<file path="config.mk">
export PLATFORM = sky130hd
export DESIGN_NAME = draw_sequencer
export DESIGN_NICKNAME = d
export VERILOG_FILES = /design/src/rtl/draw_pkg.sv /design/src/rtl/draw_sequencer_lowest_set_pick.sv /design/src/rtl/draw_sequencer.sv
export SDC_FILE = /design/constraint.sdc
export NUM_CORES = 1
export LEC_CHECK = 0
export BUFFER_PORTS_ARGS = -buffer_cell sky130_fd_sc_hd__buf_4
export CORE_MARGIN = 2
export CORE_UTILIZATION = 40
export DETAILED_ROUTE_END_ITERATION = 10
export GPL_TIMING_DRIVEN = 0
export SYNTH_ARGS = -nofsm -noshare
export SYNTH_HDL_FRONTEND = slang
export SYNTH_SLANG_ARGS = --single-unit
</file>
<file path="constraint.sdc">
create_clock -name clk -period 5.95 [get_ports clk]
set_clock_uncertainty 0.1 [all_clocks]
set_input_delay 0.2975 -clock clk [delete_from_list [all_inputs] [get_ports clk]]
set_output_delay 0.2975 -clock clk [all_outputs]
set_load 0.02 [all_outputs]
</file>
<file path="src/rtl/draw_pkg.sv">
// Shared definitions for the draw sequencer: FSM state encoding, channel indices, defaults.
package draw_pkg;

  typedef enum logic [2:0] {
    ST_IDLE  = 3'd0,
    ST_WAIT  = 3'd1,
    ST_SCAN  = 3'd2,
    ST_GRANT = 3'd3,
    ST_OVER  = 3'd4
  } state_t;

  localparam int CH_BG    = 0;
  localparam int CH_WALL  = 1;
  localparam int CH_BIRD  = 2;
  localparam int DEF_N_CH = 3;

endpackage

</file>
<file path="src/rtl/draw_sequencer_lowest_set_pick.sv">
// Lowest-set-bit finder: valid flag, binary index and one-hot of the lowest set bit of vec.
module lowest_set_pick #(
  parameter int N = 3,
  parameter int W = 2
) (
  input  logic [N-1:0] vec,
  output logic         valid,
  output logic [W-1:0] idx,
  output logic [N-1:0] onehot
);

  // NOTE: idx gets a default before the loop so no path leaves it unassigned (no latch).
  always_comb begin
    idx = '0;
    for (int i = N - 1; i >= 0; i--) begin
      if (vec[i]) idx = W'(i);
    end
  end

  assign onehot = vec & (~vec + N'(1));
  assign valid  = |vec;

endmodule

</file>
<file path="src/rtl/draw_sequencer.sv">
// Frame-paced request/grant/done arbiter for VGA draw channels with game-level sequencing.
// Optional watchdog on stuck grants: define DRAW_SEQ_WATCHDOG_EN.
module draw_sequencer
  import draw_pkg::*;
#(
  parameter int N_CH        = DEF_N_CH,
  parameter int ID_W        = 2,
  parameter int FRAME_W     = 16,
  parameter int TIMEOUT_CYC = 4096
) (
  input  logic               clk,
  input  logic               resetn,
  input  logic               go,
  input  logic               frame_tick,
  input  logic               collision,
  input  logic [N_CH-1:0]    req,
  input  logic [N_CH-1:0]    done,
  output logic [N_CH-1:0]    grant,
  output logic [ID_W-1:0]    grant_id,
  output logic [2:0]         cur_state,
  output logic [FRAME_W-1:0] frame_cnt,
  output logic               game_over,
  output logic               overrun,
  output logic               timeout_err
);

  state_t            state;
  logic [N_CH-1:0]   pending;
  logic              coll_lat;
  logic              pick_valid;
  logic [ID_W-1:0]   pick_idx;
  logic [N_CH-1:0]   pick_onehot;
  logic [N_CH-1:0]   served_mask;
  logic              done_hit;

`ifdef DRAW_SEQ_WATCHDOG_EN
  localparam int WD_W = $clog2(TIMEOUT_CYC + 1);
  logic [WD_W-1:0] wd;
`else
  assign timeout_err = 1'b0;
`endif

  lowest_set_pick #(.N(N_CH), .W(ID_W)) u_pick (
    .vec    (pending & req),
    .valid  (pick_valid),
    .idx    (pick_idx),
    .onehot (pick_onehot)
  );

  // Clearing everything at or below the served channel makes a skipped
  // (non-requesting) channel stay skipped for the rest of the frame.
  assign served_mask = pick_onehot | (pick_onehot - N_CH'(1));
  assign done_hit    = |(done & grant);
  assign cur_state   = state;

  // NOTE: all state updates use non-blocking assignment so every register samples pre-edge values.
  always_ff @(posedge clk) begin
    // NOTE: reset is synchronous; it is only seen at a rising clock edge.
    if (!resetn) begin
      state     <= ST_IDLE;
      pending   <= '0;
      grant     <= '0;
      grant_id  <= '0;
      frame_cnt <= '0;
      game_over <= 1'b0;
      overrun   <= 1'b0;
      coll_lat  <= 1'b0;
`ifdef DRAW_SEQ_WATCHDOG_EN
      wd          <= '0;
      timeout_err <= 1'b0;
`endif
    end else begin
      if (frame_tick && (state == ST_SCAN || state == ST_GRANT)) overrun <= 1'b1;

      case (state)
        ST_IDLE: begin
          if (go) begin
            state     <= ST_WAIT;
            frame_cnt <= '0;
          end
        end

        ST_WAIT: begin
          if (collision) begin
            state     <= ST_OVER;
            game_over <= 1'b1;
          end else if (frame_tick) begin
            pending <= '1;
            if (frame_cnt != '1) frame_cnt <= frame_cnt + 1'b1;
            state <= ST_SCAN;
          end
        end

        ST_SCAN: begin
          if (collision) begin
            state     <= ST_OVER;
            game_over <= 1'b1;
          end else if (!pick_valid) begin
            pending <= '0;
            state   <= ST_WAIT;
          end else begin
            pending  <= pending & ~served_mask;
            grant    <= pick_onehot;
            grant_id <= pick_idx;
            coll_lat <= 1'b0;
`ifdef DRAW_SEQ_WATCHDOG_EN
            wd <= '0;
`endif
            state <= ST_GRANT;
          end
        end

        ST_GRANT: begin
          if (done_hit) begin
            grant    <= '0;
            coll_lat <= 1'b0;
            if (coll_lat || collision) begin
              state     <= ST_OVER;
              game_over <= 1'b1;
            end else begin
              state <= ST_SCAN;
            end
          end
`ifdef DRAW_SEQ_WATCHDOG_EN
          else if (wd == WD_W'(TIMEOUT_CYC - 1)) begin
            grant       <= '0;
            coll_lat    <= 1'b0;
            timeout_err <= 1'b1;
            state       <= ST_SCAN;
          end
`endif
          else begin
            if (collision) coll_lat <= 1'b1;
`ifdef DRAW_SEQ_WATCHDOG_EN
            wd <= wd + 1'b1;
`endif
          end
        end

        ST_OVER: begin
          if (go) begin
            state     <= ST_IDLE;
            game_over <= 1'b0;
          end
        end

        default: state <= ST_IDLE;
      endcase
    end
  end

  a_grant_onehot: assert property (@(posedge clk) disable iff (!resetn) $onehot0(grant));

  a_param_ok: assert property (@(posedge clk)
    (N_CH >= 1) && (N_CH <= 8) && ((1 << ID_W) >= N_CH) && (TIMEOUT_CYC >= 1));

endmodule
</file>
Word-level counts from Yosys, hierarchy flattened
Cells that the tools add are included.

operators by class
  add/subtract/negate cells = 3
  eq/ne operators = 17
  mux-type cells = 35
  bitwise gates (word level) = 8
  reduce and logical (&&, ||, !) cells = 18

operators by type and width
  operator                 count
  $mux W16                 4
  $mux W3                  14
  $pmux W16 S2             1
  $add A16 B1 Y16 const B  1
  $ne A16 B16 Y1 const B   1
  $ne A2 B2 Y1 const B     8
  $reduce_and A4 Y1        4
  $pmux W3 S5              1
  $and A3 B3 Y3            4
  $pmux W3 S2              2
  $reduce_and A5 Y1        2
  $mux W2                  4
  $mux W1                  7
  $eq A3 B2 Y1 const B     2
  $ne A3 B3 Y1 const B     2
  $not A3 Y3               2
  $reduce_bool A2 Y1       3
  $reduce_or A3 Y1         2
  $ne A2 B1 Y1 const B     2
  $add A3 B1 Y3 const B    1
  $eq A3 B1 Y1 const B     1
  $eq A3 B3 Y1 const B     1
  $logic_not A3 Y1         1
  $or A3 B3 Y3             1
  9 further kinds          10

word-level totals
  flip-flop bits (word level) = 30

Logic depth before layout (Yosys ltp)
  depth in word-level cells = 11
  mapped depth = 8
  mapped depth without buffers = 5

Hierarchy
Synthesis repeated with hierarchy kept, for this count alone.

unflattened totals
  cells, all modules = 201
  area total of the unflattened synthesis = 1,602.8 sq um

by module, submodules not included
  module           instances  cells an instance  area an instance (sq um)  sequential area each (sq um)
  draw_sequencer   1          195                1,560.2                   600.6
  lowest_set_pick  1          6                  42.5                      0.0

Least setup slack after synthesis
Ideal clock, no wire load.

  path type = reg-to-reg
  from = register frame_cnt[0]
  to = register frame_cnt[10]
  library setup time = 0.074 ns
  arrival = 1.967 ns
  required time = 5.776 ns
  slack = 3.809 ns
  stages on the path, launching flop included = 6
  buffers on the path = 0
  period minus slack after synthesis = 2.141 ns
  cells stage by stage = dfxtp_1 > ha_1 > nand4_2 > or2_2 > or4_1 > a31oi_1

on the way
  longest elaborated chain between the ends = 5
  elaborated cells on any way between the ends = 8
  classes of those cells = add/sub: 1; eq/ne: 2; mux: 4; reduce/logical: 1

RTL lines
  item                    line                  source
  start, declared         draw_sequencer.sv:21  output logic [FRAME_W-1:0] frame_cnt,
  start signal, assigned  draw_sequencer.sv:89  if (frame_cnt != '1) frame_cnt <= frame_cnt + 1'b1;
  $add A16 B1 Y16         draw_sequencer.sv:89
  $mux W16                draw_sequencer.sv:89
  $mux W16                draw_sequencer.sv:87  end else if (frame_tick) begin
  $mux W16                draw_sequencer.sv:84  if (collision) begin
  $pmux W16 S2            draw_sequencer.sv:75  case (state)

Parallel ways exist; a longest one is shown, timed or not. The select of a mux whose other input is x is not followed.
A chain may end at the register's enable or synchronous reset.

Worst setup path after layout
  from = register frame_cnt[0]
  to = register frame_cnt[4]

The elaborated chain is that of the path after synthesis.

==> out/metrics.cfg <==
[setup_path]
slowest_delay_ns = 0.68
critPathTopFamily = simple AND/OR/NAND/NOR gates
path_class = register to register
cp-start-kind = register
cp_cell_sequence = ha_1, nand4_2, nor4_4, o21ai_2, a311oi_1
crit_path_end_kind = register
cp.arrival_ns = 2.51
worstPathMaxFanout = 10
cp.required_ns = 6.04
crit_path_top_delay_cell = nor4_4
path_buf_inv = 0

[floorplanning]
fp-row-count = 24
die_y_um = 70.15
ios = 38
fp.coreArea_mm2 = 0.004294
start_util_pct = 40.76
dieArea_mm2 = 0.004921
chipWidth_um = 70.15

[synth]
ys_top_cells_by_area = dfxtp_1 (34%), a21oi_1 (5.7%), nand2_1 (4.5%)
synth.most_common_cell = dfxtp_1
avgSynthCellArea_um2 = 7.956
yosysWarnings = 0
synthDistinctLibCells = 56
synthesis.area_mm2 = 0.001750
synthesis.nets = 232
synth-seq-cells = 30
synth_top_area_cell = dfxtp_1
synth-edff-count = 0
syn-instance-count = 220
synthArstFlopShare_pct = 0
synth_top_flop_cell = dfxtp_1
synth_top_cell_area_share_pct = 34.31
synth_commonest_cells = dfxtp_1 (30), nand2_1 (21), a21oi_1 (20)
yosysSeqAreaShare_pct = 34.31

[drt]
drt-initial-drc-count = 183
drc = 0
viasPerCell = 6.141
vias = 1922
drt_wl_total_mm = 5.098
dr.pass1.iters = 5
wl_per_cell_um = 16.29
antenna_left = 0

[clocking]
cts_buffer_depth = 2
clock_sinks = 30
h-tree-depth = 2
numCtsBuffers = 5
ctsResizeCount = 0
cts_root_buffer = clkbuf_8
hold_buffers = 0
clkLatencyLatePin_ns = 0.29
postCtsSetupBuffers = 0
clk_pin_slew_ns = 0.07
tritoncts = done

[global_route]
top_usage_layer = met1
use_met3_pct = 6.061
grt_use_total_pct = 21.50
antenna_found_initial = 0
grt_pass1_wl_mm = 8.390
grt_util_met1_pct = 31.45
use_met2_pct = 30.69
grt-ovfl-total = 0
grt_pass1_vias = 1637
grt_start_max_net_pins = 11

[hold_path]
hp-class = input pin to register

[layout]
syn2layout_area_growth_pct = 23.45
drive_above_1_share_pct = 20.69
antenna_cells = 0
fillCellCount = 448
final_core_util_pct = 50.32
fin_area_mm2 = 0.002161
layout.nets = 274

[place]
dpl_worst_slack_ns = 3.580
port-buffer-count = 35
placed_area_mm2 = 0.002078
finalWeightedCongestion = 0.8685
dp_hpwl_mm = 3.639

[outcome]
status = completed

[timing]
tightest_slew_ns = 0.6866
timing.final.ws_setup_ns = 3.535
hold_viol = 0
fmax_ghz = 0.4140
slew_violations = 0
setup-tns-final_ns = 0
post-route-period-util_pct = 40.59
slew_headroom_pct = 54.23
finalCriticalPeriod_ns = 2.415
setup_viol = 0
rsz0062_at_grt = no

[power]
leakagePower_nw = 0.7651
vdd_drop_max_uv = 123.4
p_total_uw = 449.8
power_density_mw_per_mm2 = 208.2

[job]
maxCapViolations = 0

-- logic make-up after synthesis --
group / count (synthesis) / synth area share (%)
AO/OA/AOI/OAI: 63 / 24.16
multiplexers: 3 / 1.716
flip-flops: 30 / 34.31
buffers and inverters: 21 / 5.290
AND/OR/NAND/NOR: 101 / 33.60
other: 1 / 0.2142
adder cells (fa/ha/maj): 1 / 0.7147
-- where the power goes --
part	switching (mW)	internal, mW
clock network	0.0794	0.0891
registers	0.00559	0.205
logic	0.0438	0.0266
-- registers in the layout, indices dropped and copies added (netlist names) --
name,cells
grant,3
frame_cnt,16
coll_lat,1
pending,3
grant_id,2
cur_state,3
game_over,1
overrun,1
-- cells in the final DEF, fill, tap and decap left out, types with 2 or more instances in the layout --
master,synthesis,final
o211ai_1,5,5
clkbuf_1,10,10
buf_2,2,2
buf_4,1,36
a31oi_1,3,3
clkbuf_8,0,6
a222oi_1,2,2
nor4_1,6,6
o22ai_1,3,3
a21oi_1,20,20
nor3_1,5,5
or2_2,3,3
a311oi_1,5,5
nand2b_1,5,5
nand3_1,14,14
o21ai_0,9,9
or4b_2,2,2
and3_1,2,2
nand2_1,21,21
mux2i_1,3,3
or4_1,6,6
inv_1,5,5
nor3b_1,2,2
nand4b_1,2,2
dfxtp_1,30,30
nand3b_1,3,3
o2111ai_1,3,3
nand4_1,7,7
nor2_1,12,12
nor4b_1,2,2
-- through the flow --
step	hold slack, ns	cells
3_3_place_gp	0.3547	307
6_report	0.1703	313
3_5_place_dp	0.3673	307
5_1_grt	0.1800	313
2_1_floorplan	0.3382	220
4_1_cts	0.1703	313
-- metal layers --
metal  up-vias  share of wire, %
met5         -                 0
met4         0               1.3
met3         7               6.4
met2        68                43
met1       907                49
li1        940                 -
-- path summary, 6_finish.rpt --
check	slack, ns	cells past startpoint	endpoint	startpoint
setup / recovery	3.53	5	frame_cnt[4]	frame_cnt[0]
hold reg to reg	0.37	2	grant_id[1]	grant_id[1]
hold / removal	0.17	2	cur_state[0]	go
setup reg to reg	3.53	5	frame_cnt[4]	frame_cnt[0]
-- final cells by class --
type / count / area [um^2] / area share (%)
multi-input cells: 169 / 1057 / 48.93
clock buffers: 6 / 82.58 / 3.822
flip-flops and latches: 30 / 600.6 / 27.79
inverters: 6 / 22.52 / 1.042
well taps: 52 / 65.06 / 3.011
plain buffers: 15 / 70.07 / 3.243
repair buffers: 35 / 262.8 / 12.16
(Power assumes the default switching activity.)
